<file path="src/rtl/mem_arb_pkg.sv">
// Shared definitions for the dual-core memory arbiter.
//   - arb_state_t : arbiter FSM states
//   - DATA_W_DEF / ADDR_W_DEF : default memory data / address widths
//   - CORE0 / CORE1 : grant encodings (index of the served core)
package mem_arb_pkg;

    localparam int DATA_W_DEF = 8;
    localparam int ADDR_W_DEF = 16;

    typedef enum logic [1:0] {
        IDLE  = 2'd0,
        ISSUE = 2'd1,
        WAIT  = 2'd2,
        DONE  = 2'd3
    } arb_state_t;

    localparam logic CORE0 = 1'b0;
    localparam logic CORE1 = 1'b1;

endpackage

</file>
<file path="src/rtl/rr_arbiter2.sv">
// Combinational two-way round-robin pick.
// Ports:
//   req[1:0]   in   request per core (bit 0 = core 0)
//   last_grant in   core served by the previous grant
//   gnt_valid  out  at least one request present
//   gnt        out  core to serve (CORE0/CORE1); on a tie, the core that
//                   was not served last
module rr_arbiter2
    import mem_arb_pkg::*;
(
    input  logic [1:0] req,
    input  logic       last_grant,
    output logic       gnt_valid,
    output logic       gnt
);

    always_comb begin
        gnt_valid = |req;
        gnt       = CORE0;
        unique case (req)
            2'b01:   gnt = CORE0;
            2'b10:   gnt = CORE1;
            2'b11:   gnt = (last_grant == CORE0) ? CORE1 : CORE0;
            default: gnt = CORE0;
        endcase
    end

endmodule

</file>
<file path="src/rtl/dual_mem_arbiter.sv">
// Round-robin arbiter sharing one single-port byte memory between two cores.
// Each access: grant in IDLE, one-cycle strobe in ISSUE, READ_LAT-cycle wait
// for reads, one-cycle ready pulse in DONE.
//
// state | meaning
// IDLE  | no access in flight; pick a requester
// ISSUE | drive latched addr/data and one strobe for one cycle
// WAIT  | read in flight; count down READ_LAT, sample data on last cycle
// DONE  | pulse ready to the granted core
//
// Ports:
//   clk, reset (async, active low)
//   c0_/c1_ memread, memwrite, addr, writedata  in   core requests
//   c0_/c1_ ready                              out  completion pulse
//   c0_/c1_ memdata                            out  registered read byte
//   mem_addr, mem_wdata, mem_we, mem_re        out  shared memory port
//   mem_rdata                                  in   memory read data
// Optional build macro DUAL_MEM_ARB_STATS_EN adds stat_c0_grants,
// stat_c1_grants and stat_conflicts (16-bit wrapping counters).
module dual_mem_arbiter
    import mem_arb_pkg::*;
#(
    parameter int DATA_W   = DATA_W_DEF,
    parameter int ADDR_W   = ADDR_W_DEF,
    parameter int READ_LAT = 1
)(
    input  logic              clk,
    input  logic              reset,
    input  logic              c0_memread,
    input  logic              c0_memwrite,
    input  logic [ADDR_W-1:0] c0_addr,
    input  logic [DATA_W-1:0] c0_writedata,
    output logic              c0_ready,
    output logic [DATA_W-1:0] c0_memdata,
    input  logic              c1_memread,
    input  logic              c1_memwrite,
    input  logic [ADDR_W-1:0] c1_addr,
    input  logic [DATA_W-1:0] c1_writedata,
    output logic              c1_ready,
    output logic [DATA_W-1:0] c1_memdata,
    output logic [ADDR_W-1:0] mem_addr,
    output logic [DATA_W-1:0] mem_wdata,
    output logic              mem_we,
    output logic              mem_re,
    input  logic [DATA_W-1:0] mem_rdata
`ifdef DUAL_MEM_ARB_STATS_EN
    ,
    output logic [15:0]       stat_c0_grants,
    output logic [15:0]       stat_c1_grants,
    output logic [15:0]       stat_conflicts
`endif
);

    localparam logic [2:0] CNT_INIT = 3'(READ_LAT);

    arb_state_t        state_q, state_d;
    logic [1:0]        req;
    logic              arb_valid, arb_gnt;
    logic              gnt_q, last_grant_q, is_write_q;
    logic [ADDR_W-1:0] addr_q;
    logic [DATA_W-1:0] wdata_q;
    logic [2:0]        cnt_q;
    logic [DATA_W-1:0] c0_md_q, c1_md_q;
    logic              grant_en, cnt_load, cnt_dec, rd_sample;

    assign req = {c1_memread | c1_memwrite, c0_memread | c0_memwrite};

    rr_arbiter2 u_rr (
        .req        (req),
        .last_grant (last_grant_q),
        .gnt_valid  (arb_valid),
        .gnt        (arb_gnt)
    );

    always_ff @(posedge clk or negedge reset) begin
        if (!reset) state_q <= IDLE;
        else        state_q <= state_d;
    end

    // Strobes and ready decode straight from state so an async reset
    // removes them in the same instant.
    always_comb begin
        state_d   = state_q;
        grant_en  = 1'b0;
        cnt_load  = 1'b0;
        cnt_dec   = 1'b0;
        rd_sample = 1'b0;
        mem_addr  = '0;
        mem_wdata = '0;
        mem_we    = 1'b0;
        mem_re    = 1'b0;
        c0_ready  = 1'b0;
        c1_ready  = 1'b0;
        unique case (state_q)
            IDLE: begin
                if (arb_valid) begin
                    grant_en = 1'b1;
                    state_d  = ISSUE;
                end
            end
            ISSUE: begin
                mem_addr  = addr_q;
                mem_wdata = wdata_q;
                mem_we    = is_write_q;
                mem_re    = !is_write_q;
                if (is_write_q) begin
                    state_d = DONE;
                end else begin
                    cnt_load = 1'b1;
                    state_d  = WAIT;
                end
            end
            WAIT: begin
                mem_addr  = addr_q;
                mem_wdata = wdata_q;
                cnt_dec   = 1'b1;
                if (cnt_q == 3'd1) begin
                    rd_sample = 1'b1;
                    state_d   = DONE;
                end
            end
            DONE: begin
                c0_ready = (gnt_q == CORE0);
                c1_ready = (gnt_q == CORE1);
                state_d  = IDLE;
            end
            default: state_d = IDLE;
        endcase
    end

    always_ff @(posedge clk or negedge reset) begin
        if (!reset) begin
            gnt_q        <= CORE0;
            last_grant_q <= CORE1;
            is_write_q   <= 1'b0;
            addr_q       <= '0;
            wdata_q      <= '0;
            cnt_q        <= '0;
            c0_md_q      <= '0;
            c1_md_q      <= '0;
        end else begin
            if (grant_en) begin
                gnt_q        <= arb_gnt;
                last_grant_q <= arb_gnt;
                if (arb_gnt == CORE0) begin
                    addr_q     <= c0_addr;
                    wdata_q    <= c0_writedata;
                    is_write_q <= c0_memwrite;
                end else begin
                    addr_q     <= c1_addr;
                    wdata_q    <= c1_writedata;
                    is_write_q <= c1_memwrite;
                end
            end
            if (cnt_load)     cnt_q <= CNT_INIT;
            else if (cnt_dec) cnt_q <= cnt_q - 3'd1;
            if (rd_sample) begin
                if (gnt_q == CORE0) c0_md_q <= mem_rdata;
                else                c1_md_q <= mem_rdata;
            end
        end
    end

    assign c0_memdata = c0_md_q;
    assign c1_memdata = c1_md_q;

`ifdef DUAL_MEM_ARB_STATS_EN
    always_ff @(posedge clk or negedge reset) begin
        if (!reset) begin
            stat_c0_grants <= '0;
            stat_c1_grants <= '0;
            stat_conflicts <= '0;
        end else begin
            if (grant_en) begin
                if (arb_gnt == CORE0) stat_c0_grants <= stat_c0_grants + 16'd1;
                else                  stat_c1_grants <= stat_c1_grants + 16'd1;
            end
            if (state_q == IDLE && req == 2'b11)
                stat_conflicts <= stat_conflicts + 16'd1;
        end
    end
`endif

endmodule
</file>
<file path="config.mk">
export PLATFORM = sky130hd
export DESIGN_NAME = dual_mem_arbiter
export DESIGN_NICKNAME = d
export VERILOG_FILES = /design/src/rtl/mem_arb_pkg.sv /design/src/rtl/rr_arbiter2.sv /design/src/rtl/dual_mem_arbiter.sv
export SDC_FILE = /design/constraint.sdc
export NUM_CORES = 1
export LEC_CHECK = 0
export BUFFER_PORTS_ARGS = -buffer_cell sky130_fd_sc_hd__buf_2
export CAP_MARGIN = 30
export CORE_ASPECT_RATIO = 1.5
export CORE_UTILIZATION = 47
export DETAILED_ROUTE_END_ITERATION = 10
export PLACE_DENSITY = 0.88
export SYNTH_ARGS = -nofsm -noshare
export SYNTH_HDL_FRONTEND = slang
export SYNTH_SLANG_ARGS = --single-unit
</file>
<file path="constraint.sdc">
create_clock -name clk -period 1.9 [get_ports clk]
set_input_delay 0.19 -clock clk [delete_from_list [all_inputs] [get_ports clk]]
set_output_delay 0.19 -clock clk [all_outputs]
set_load 0.1 [all_outputs]
</file>
==> results of run 1 <==
-- state kept, by name (all words and copies together) (netlist names) --
name and cells:
addr_q 16, c0_memdata 8, c1_memdata 8, wdata_q 8, cnt_q 3, state_q 2, gnt_q 1, is_write_q 1
last_grant_q 1
-- cell usage in the layout, fill, tap and decap left out, drive strengths merged, types with 2 or more instances in the layout --
cell	count
a22o	2
inv	5
nor3	2
ha	7
bufinv	2
a31oi	24
o21ai	25
mux2	17
nor2	30
nor2b	2
clkbuf	5
dfrtp	47
nand3	24
buf	116
nand2	2
and2	26
nand2b	4
-- per-layer routing --
metal | global-route usage [%] | vias to the layer above
li1 | - | 1090
met1 | 27.4 | 1080
met2 | 46.2 | 108
met3 | 6.45 | 17
met4 | 9.28 | 0
met5 | 0 | -
-- worst max-delay path by stage --
stage	to	start
final	mem_addr[11]	state_q[0]
after global routing	mem_addr[13]	state_q[0]
after CTS	mem_addr[11]	state_q[0]
after detailed placement	c0_memdata[3]	state_q[0]
after global placement	c0_memdata[3]	state_q[0]
after floorplan	cnt_q[1]	state_q[1]
-- metrics by stage --
stage | hold slack, ps | cell area, um^2 | cells | setup WS, ps
2_1_floorplan | -106 | 2480 | 249 | 119
3_3_place_gp | 313 | 3450 | 411 | 252
3_5_place_dp | 315 | 3450 | 411 | 171
4_1_cts | 122 | 3610 | 422 | 29.9
5_1_grt | 125 | 3630 | 423 | -27.6
6_report | 121 | 3630 | 423 | 48.6
-- cell type report --
class                      count  area [um^2]  area share [%]
tap                           66         82.6            2.27
clock inverter                 3         68.8            1.90
timing repair buffer         117         1000            27.6
multi-input combinational    180         1190            32.8
sequential                    48         1200            33.1
clock buffer                   5         68.8            1.90
inverter                       4         15.0           0.414
-- cells in the mapped netlist --
cell type and instances:
nand4b_1 1, inv_1 4, a31oi_1 24, nor4_1 1
xnor2_1 1, clkbuf_1 10, o21bai_1 1, or2_2 1
nor2_1 30, xor2_1 1, dfstp_2 1, o21a_1 1
buf_2 6, nor3b_2 1, a211oi_1 1, o41a_1 1
nand2b_1 3, a221oi_1 1, a2bb2oi_1 1, a22oi_1 1
buf_6 1, nand3_1 24, mux2_2 17, nor4bb_1 1
and2_1 26, a21oi_1 1, nor2b_1 2, ha_1 7
dfrtp_1 47, nor3_1 2, o21ai_1 1, a22o_1 2
nand2b_4 1, o21ai_0 24, nand2_1 2
-- cell families after synthesis --
kind of cell               after synthesis  synth area share [%]
and+or+nand+nor                         95                  20.5
AOI/OAI and AO/OA                       59                  14.5
DFF                                     48                  49.1
buffers and inverters                   21                  3.83
muxes                                   17                  7.81
adders and majority gates                7                  3.57
xor gates and xnor gates                 2                 0.715
-- what timing repair did --
item,in CTS,in global routing
gates resized for setup,1,2
pin swaps,0,0
hold buffers,1,0
setup buffers,2,0
endpoints found under the setup margin,25,24
endpoints found under the hold margin,47,0
==> metrics.txt, run 1 <==
worst path buffer plus inverter count=3; grt ovf=0; Total Routing Usage GR=25.6%; CP Data Arrival Time=1660 ps; final hold vios=0; Synth Register Bits=48; Min-Delay Endpoint=c0_memdata[5]; # fillers=349; clk sinks=48; WP data required=1710 ps; RSZ-0062 raised after global routing=yes; Vias=2,295; total negative slack=0 ps; H-tree lvl count=2; Core Util, Final=73.7%; Top Family by Delay on Critical Path=buffers and inverters; worst-path cell chain=inv_2 -> ha_1 -> buf_4 -> and2_2 -> buf_12; hold path start=mem_rdata[5]; r2r endpoint=c0_memdata[3]; fin crit period=1850 ps; drt drc=0; CP Max Fanout=13; mapped cell area=2450 um^2; slowest stage delay, CP=400 ps; Mapped Cells=249; worst-skew pair later-pin latency=310 ps; Synth area leader=dfrtp_1; FP Rows=31; post-synth top area share=48.0%; 1st-iter DRT viols=113; CTS root buf=clkbuf_8; Max Clock Freq=0.540 GHz; R2R Setup Slk=220 ps; final setup fails=0; r2r worst-path depth=5; first-pass GRT wire length=10.7 mm; initial antenna violation count=0; Vias/cell=5.43; top sig layer=met4; Met2 Wirelength=3.59 mm; WL/cell=15.8 um; max_slew headroom=60.2%; Max-Cap Viols=0; Synth area leaders=dfrtp_1, mux2_2, and2_1; routed wl met3=439 um; final WL=6.68 mm; Fin Clk Skew=13.5 ps; Setup CP Type=register to output pin; I/O Buffers=105; ant diodes=0; Layout area overhead=48.1%; die area=5510 um^2; hold depth=2; reg2reg start=state_q[0]; die span in y=90.4 um; CP Capture Type=output pin; critical path depth=5; fraction of layout cells with a size suffix above 1=47.9%; Slew Limit Fails=0; routed length on met1=2.45 mm; share of the clock period used by the worst path=97.4%; die width=61.0 um; CTS tree=yes; post-synthesis net count=318; Ports=106; post-route ant nets=0; maximum buffer depth of the clock tree=2; Yosys cell types=35; CORE AREA=4930 um^2; number of global-route vias before repair=2,303; Pre-Repair DR Iteration Count=4; worst slew pin tran=597 ps; gpl congestion=0.762; clk slew on worst S/H paths=100 ps; Seq/Total Area, Yosys=49.1%; Hold Crit Class=primary input to register; syn_area_per_cell=9.84 um^2; Initial Util=49.8%; Ys Warns=0; largest net degree at the start of global routing=50; CP Launch Type=register; Num CTS Buffers=5; fin nets=425; Detailed Place HPWL=4.66 mm; Worst path slowest cell=dfrtp_1; status=complete, no violations
Power of run 1 is left out: the tool's default activity adds up to more than one toggle a clock period on the data nets, which glitch-free logic cannot reach.
==> run 2, diff against run 1 <==
--- a/config.mk
+++ b/config.mk
@@ -10,7 +10,7 @@
 export CORE_ASPECT_RATIO = 1.5
 export CORE_UTILIZATION = 47
 export DETAILED_ROUTE_END_ITERATION = 10
-export PLACE_DENSITY = 0.88
+export PLACE_DENSITY = 0.79
 export SYNTH_ARGS = -nofsm -noshare
 export SYNTH_HDL_FRONTEND = slang
 export SYNTH_SLANG_ARGS = --single-unit
==> run 2 against run 1 <==
  * Clock skew decreased by 10 ps
  * Critical path depth decreased by 1
  * Final cell count increased by 0.24%
  * Flip-flop and latch count unchanged
  * Maximum frequency increased by 0.66%
  * Utilization increased by 0.38 points
  * Register-to-register slack got worse by 60 ps
  * Count of clock-buffer cells in the layout unchanged
  * Non-clock buffer count increased by 1
  * Highest routed layer unchanged
  * First-iteration DRC count decreased by 39%
  * Worst hold slack improved by 7.5 ps
==> metrics.txt, run 2 (synthesis gave the netlist of run 1 again) <==
status=complete, no violations (unchanged); max_slew headroom=33.7% (was 60.2%); # fillers=364 (was 349); Final Non-Filler Cells=424 (was 423); Hold Crit Class=primary input to register (unchanged); CORE AREA=4930 um^2 (unchanged); footprint of the multi-input gates=1200 um^2 (was 1190 um^2); Setup CP Type=register to output pin (unchanged); WP data required=1710 ps (about the same); die width=61.0 um (unchanged); clk slew on worst S/H paths=90 ps (was 100 ps); number of global-route vias before repair=2,157 (was 2,303); Detailed Place HPWL=4.39 mm (was 4.66 mm); Initial Util=49.8% (unchanged); fraction of layout cells with a size suffix above 1=48.0% (was 47.9%); maximum buffer depth of the clock tree=2 (unchanged); Slew Limit Fails=0 (unchanged); FP Rows=31 (unchanged); ant diodes=0 (unchanged); Num CTS Buffers=5 (unchanged); CP Capture Type=output pin (unchanged); fin crit period=1840 ps (was 1850 ps); CTS root buf=clkbuf_8 (unchanged); placed cells=411 (unchanged); Ports=106 (unchanged); post-route ant nets=0 (unchanged); H-tree lvl count=2 (unchanged); die area=5510 um^2 (unchanged); CTS tree=yes (unchanged); largest net degree at the start of global routing=49 (was 50); drt drc=0 (unchanged); clk sinks=48 (unchanged); final hold vios=0 (unchanged); Fin Clk Skew=3.40 ps (was 13.5 ps); Pre-Repair DR Iteration Count=5 (was 4); grt ovf=0 (unchanged); Core Util, Final=74.1% (was 73.7%); WL/cell=14.4 um (was 15.8 um); share of the clock period used by the worst path=96.8% (was 97.4%); CP Launch Type=register (unchanged); Max-Cap Viols=0 (unchanged); gpl congestion=0.759 (was 0.762); CP Data Arrival Time=1650 ps (was 1660 ps); Max Clock Freq=0.544 GHz (was 0.540 GHz); I/O Buffers=105 (unchanged); initial antenna violation count=0 (unchanged); Seq. cell area=1200 um^2 (unchanged); first-pass GRT wire length=9.88 mm (was 10.7 mm); R2R Setup Slk=160 ps (was 220 ps); Total Routing Usage GR=23.8% (was 25.6%); worst slew pin tran=994 ps (was 597 ps); final setup fails=0 (unchanged); final WL=6.10 mm (was 6.68 mm); Vias=2,259 (was 2,295); most common cell after layout, fill and taps aside=buf_2 (unchanged); max reg flops=16 (unchanged); worst-skew pair later-pin latency=300 ps (was 310 ps); most frequent cells in the layout=buf_2, dfrtp_1, nor2_1 (unchanged); Layout area overhead=48.9% (was 48.1%); fin nets=426 (was 425); Vias/cell=5.33 (was 5.43); CP Max Fanout=3 (was 13); die span in y=90.4 um (unchanged); Largest Register=addr_q (unchanged); 1st-iter DRT viols=69 (was 113)
[run 2: metrics by stage]
step | setup TNS [ps] | cell area, um^2 | hold WS [ps] | worst slack (ps)
final | 0 | 3650 | 128 | 60.8
after global routing | -19.6 | 3650 | 121 | -12.0
after CTS | 0 | 3620 | 125 | 0.422
after detailed placement | 0 | 3440 | 322 | 20.4
after global placement | 0 | 3440 | 316 | 94.2
after floorplan | 0 | 2480 | -106 | 119
[run 2: final timing paths]
check	end	cells after the start	start
min in group asynchronous	c1_memdata[4]	3	reset
hold / removal	c0_memdata[0]	2	mem_rdata[0]
hold reg to reg	c1_memdata[5]	1	c1_memdata[5]
setup reg to reg	c0_memdata[4]	5	state_q[0]
max in group asynchronous	state_q[1]	3	reset
setup / recovery	mem_we	4	state_q[1]
[run 2: routing by layer]
layer	global-route usage [%]	part of all wire (%)	up-vias	wire, um
li1	-	-	1098	-
met1	26.9	39	1063	2390
met2	42.3	53	86	3260
met3	5.44	5.2	12	316
met4	7.39	2.3	0	138
met5	0	0	-	0
[run 2: critical path, stage by stage (launching register included)]
cell,delay [ps]
dfrtp_1,390
inv_1,150
ha_1,200
and2_1,170
buf_2,440
[run 2: area by class of cell]
| type | count | area share, % |
|---|---|---|
| flip-flops and latches | 48 | 32.9 |
| multi-input cells | 180 | 32.9 |
| repair buffers | 118 | 27.1 |
| clock inverters | 3 | 2.47 |
| well taps | 66 | 2.26 |
| clock buffers | 5 | 1.89 |
| inverters | 4 | 0.411 |
[run 2: what timing repair did]
| action | 4_1_cts | 5_1_grt |
|---|---|---|
| hold buffers | 1 | 0 |
| buffers inserted | 0 | 4 |
| endpoints found under the setup margin | 25 | 26 |
| gates cloned | 0 | 0 |
| resized for setup | 3 | 1 |
| endpoints found under the hold margin | 14 | 0 |
| pin swaps | 0 | 1 |
Power of run 2 is left out for the same reason.
==> run 3, diff against run 2 <==
--- a/config.mk
+++ b/config.mk
@@ -8,9 +8,11 @@
 export BUFFER_PORTS_ARGS = -buffer_cell sky130_fd_sc_hd__buf_2
 export CAP_MARGIN = 30
 export CORE_ASPECT_RATIO = 1.5
-export CORE_UTILIZATION = 47
+export CORE_UTILIZATION = 45
 export DETAILED_ROUTE_END_ITERATION = 10
-export PLACE_DENSITY = 0.79
+export PLACE_DENSITY = 0.77
 export SYNTH_ARGS = -nofsm -noshare
 export SYNTH_HDL_FRONTEND = slang
+export SYNTH_HIERARCHICAL = 1
 export SYNTH_SLANG_ARGS = --single-unit
+export TNS_END_PERCENT = 5
==> run 3 against run 2 <==
  * Final cell count is 6.6% lower
  * Clock skew up 2.1 ps
  * Synthesized cell count shrank 13%
  * Setup slack improved by 31 ps
  * Highest routed layer unchanged
==> metrics.txt, run 3 <==
Compound-Gate Fraction of Synth Area=7.20% (was 14.5%); clk sinks=48 (unchanged); Slew Limit Fails=0 (unchanged); Total Routing Usage GR=20.0% (was 23.8%); post-synthesis net count=286 (was 318); CP Launch Type=register (unchanged); number of global-route vias before repair=1,837 (was 2,157); r2r endpoint=c0_memdata[6] (was c0_memdata[4]); most frequent cells in the layout=buf_2, dfrtp_1, nor2_1 (unchanged); fin nets=396 (was 426); die width=61.4 um (was 61.0 um); Yosys cell types=27 (was 35); Met2 Wirelength=2.85 mm (was 3.26 mm); RSZ-0062 raised after global routing=yes; mapped cell area=2380 um^2 (was 2450 um^2); Num CTS Buffers=5 (unchanged); die span in y=91.1 um (was 90.4 um); Max Clock Freq=0.553 GHz (was 0.544 GHz); Pre-Repair DR Iteration Count=4 (was 5); Ports=106 (unchanged); Detailed Place HPWL=3.86 mm (was 4.39 mm); reg2reg start=state_q[0] (unchanged); post-synthesis mux area share=18.5% (was 7.81%); Mapped Cells=217 (was 249); r2r worst-path depth=4 (was 5); main combinational cell family by area after synthesis=multiplexers (was simple AND/OR/NAND/NOR gates); I/O Buffers=105 (unchanged); ys async rst share=100% (unchanged); most common library cells after synthesis=dfrtp_1, nor2_1, and2_1 (unchanged); most common cell after layout, fill and taps aside=buf_2 (unchanged); CTS tree=yes (unchanged); crit path to=mem_addr[2] (was mem_we); die area=5590 um^2 (was 5510 um^2); DP Worst Slack=89.6 ps (was 20.4 ps); max reg flops=16 (unchanged); final setup margin=91.9 ps (was 60.8 ps); # fillers=418 (was 364); Post-Layout Inst Area=3530 um^2 (was 3650 um^2); CP Capture Type=output pin (unchanged); Initial Util=46.5% (was 49.8%); clk slew on worst S/H paths=90 ps (about the same); Seq/Total Area, Yosys=50.5% (was 49.1%); Max-Cap Viols=0 (unchanged); worst slew pin tran=745 ps (was 994 ps); CORE AREA=5120 um^2 (was 4930 um^2); Vias/cell=4.82 (was 5.33); maximum buffer depth of the clock tree=2 (unchanged); 1st-iter DRT viols=23 (was 69); CTS root buf=clkbuf_8 (unchanged); Layout area overhead=48.1% (was 48.9%); first-pass GRT wire length=8.08 mm (was 9.88 mm); initial antenna violation count=0 (unchanged); fraction of layout cells with a size suffix above 1=45.4% (was 48.0%); top sig layer=met4 (unchanged); drt drc=0 (unchanged); routed length on met1=1.85 mm (was 2.39 mm); Synth area leader=dfrtp_1 (unchanged); main flop type after synthesis=dfrtp_1 (unchanged); Largest Register=addr_q (unchanged); Hold Crit Class=primary input to register (unchanged); Synth Register Bits=48 (unchanged); status=complete, no violations (unchanged); CP Max Fanout=8 (was 3); routed wl met3=301 um (was 316 um); WP data required=1710 ps (about the same); ant diodes=0 (unchanged); Ys Warns=6 (was 0); max_slew headroom=50.3% (was 33.7%); Area after DPL=3370 um^2 (was 3440 um^2); Post-Synth Adder-Cell Area=3.68% (was 3.57%); Synth area leaders=dfrtp_1, mux2i_1, mux2_2 (was dfrtp_1, mux2_2, and2_1); H-tree lvl count=2 (unchanged); R2R Setup Slk=140 ps (was 160 ps); CP Launch Point=state_q[0] (was state_q[1]); simple-gate share of the synthesized area=15.9% (was 20.5%); CP Data Arrival Time=1620 ps (was 1650 ps); syn_area_per_cell=11.0 um^2 (was 9.84 um^2); final setup fails=0 (unchanged); FP Rows=32 (was 31); post-synth top area share=49.4% (was 48.0%); grt ovf=0 (unchanged); final WL=5.13 mm (was 6.10 mm); Vias=1,908 (was 2,259); Synth Area in XOR/XNOR=0.736% (was 0.715%); post-route ant nets=0 (unchanged); gpl congestion=0.789 (was 0.759); Setup CP Type=register to output pin (unchanged); Fin Clk Skew=5.54 ps (was 3.40 ps); share of the clock period used by the worst path=95.2% (was 96.8%); Post-synth EDFFs=0 (unchanged); fin crit period=1810 ps (was 1840 ps); final hold vios=0 (unchanged); most frequent cell after synthesis=dfrtp_1 (unchanged); worst-skew pair later-pin latency=300 ps (about the same); WL/cell=13.0 um (was 14.4 um); largest net degree at the start of global routing=54 (was 49)
## run 3: changes by cell type in the layout (fill, tap and decap cells not counted), sizes merged, moves of 4 or more
cell   change
a21oi     +25
a31oi     -24
buf        -4
mux2i     +25
nand3     -24
o21ai     -23
## run 3: worst min-delay path by stage
| stage | depth (start not counted) | endpoint | startpoint |
|---|---|---|---|
| finish | 2 | c1_memdata[0] | mem_rdata[0] |
| global route | 2 | c1_memdata[3] | mem_rdata[3] |
| CTS | 2 | c1_memdata[0] | mem_rdata[0] |
| detailed placement | 1 | c0_memdata[6] | reset |
| global placement | 1 | c0_memdata[5] | reset |
| floorplan | 0 | addr_q[0] | reset |
## run 3: cells by family (layout without fill, tap and decap cells)
kind of cell	after synthesis	after routing
compound gates	32	32
xor+xnor	2	2
fa+ha+maj	7	7
buf+inv	18	129
flops	48	48
mux	42	42
simple gates	68	68
## run 3: area by class of cell
class	count	area, um^2	share of cell area, %
clock buffer	6	72.6	2.06
multi-input combinational	151	1130	32.0
inverter	6	22.5	0.639
clock inverter	2	35.0	0.993
sequential	48	1200	34.1
timing repair buffer	115	982	27.8
tap	68	85.1	2.41
## run 3: per-stage QoR
step	util [%]	TNS (ps)	hold slack [ps]	std cells
after floorplan	-	-1540	-106	217
after global placement	65.8	0	284	385
after detailed placement	65.8	0	294	385
after CTS	68.6	0	121	396
after global routing	68.8	-5.52	132	396
final	68.8	0	126	396
## run 3: timing repair
action	CTS	global route
hold buffers	1	0
hold endpoints to repair	30	0
gates resized for setup	2	4
setup buffers	2	0
gates cloned	0	0
setup endpoints to repair	18	21
## run 3: metal layers
metal | global-route usage (%) | up-vias
li1 | - | 943
met1 | 19.6 | 894
met2 | 36.1 | 61
met3 | 4.99 | 10
met4 | 10.6 | 0
met5 | 0 | -
## run 3: critical path: stages (launching register included)
cell and delay (ps):
dfrtp_1 380, inv_1 160, ha_4 260, buf_4 150, and2_1 180, buf_12 170
Power of run 3 is left out for the same reason.
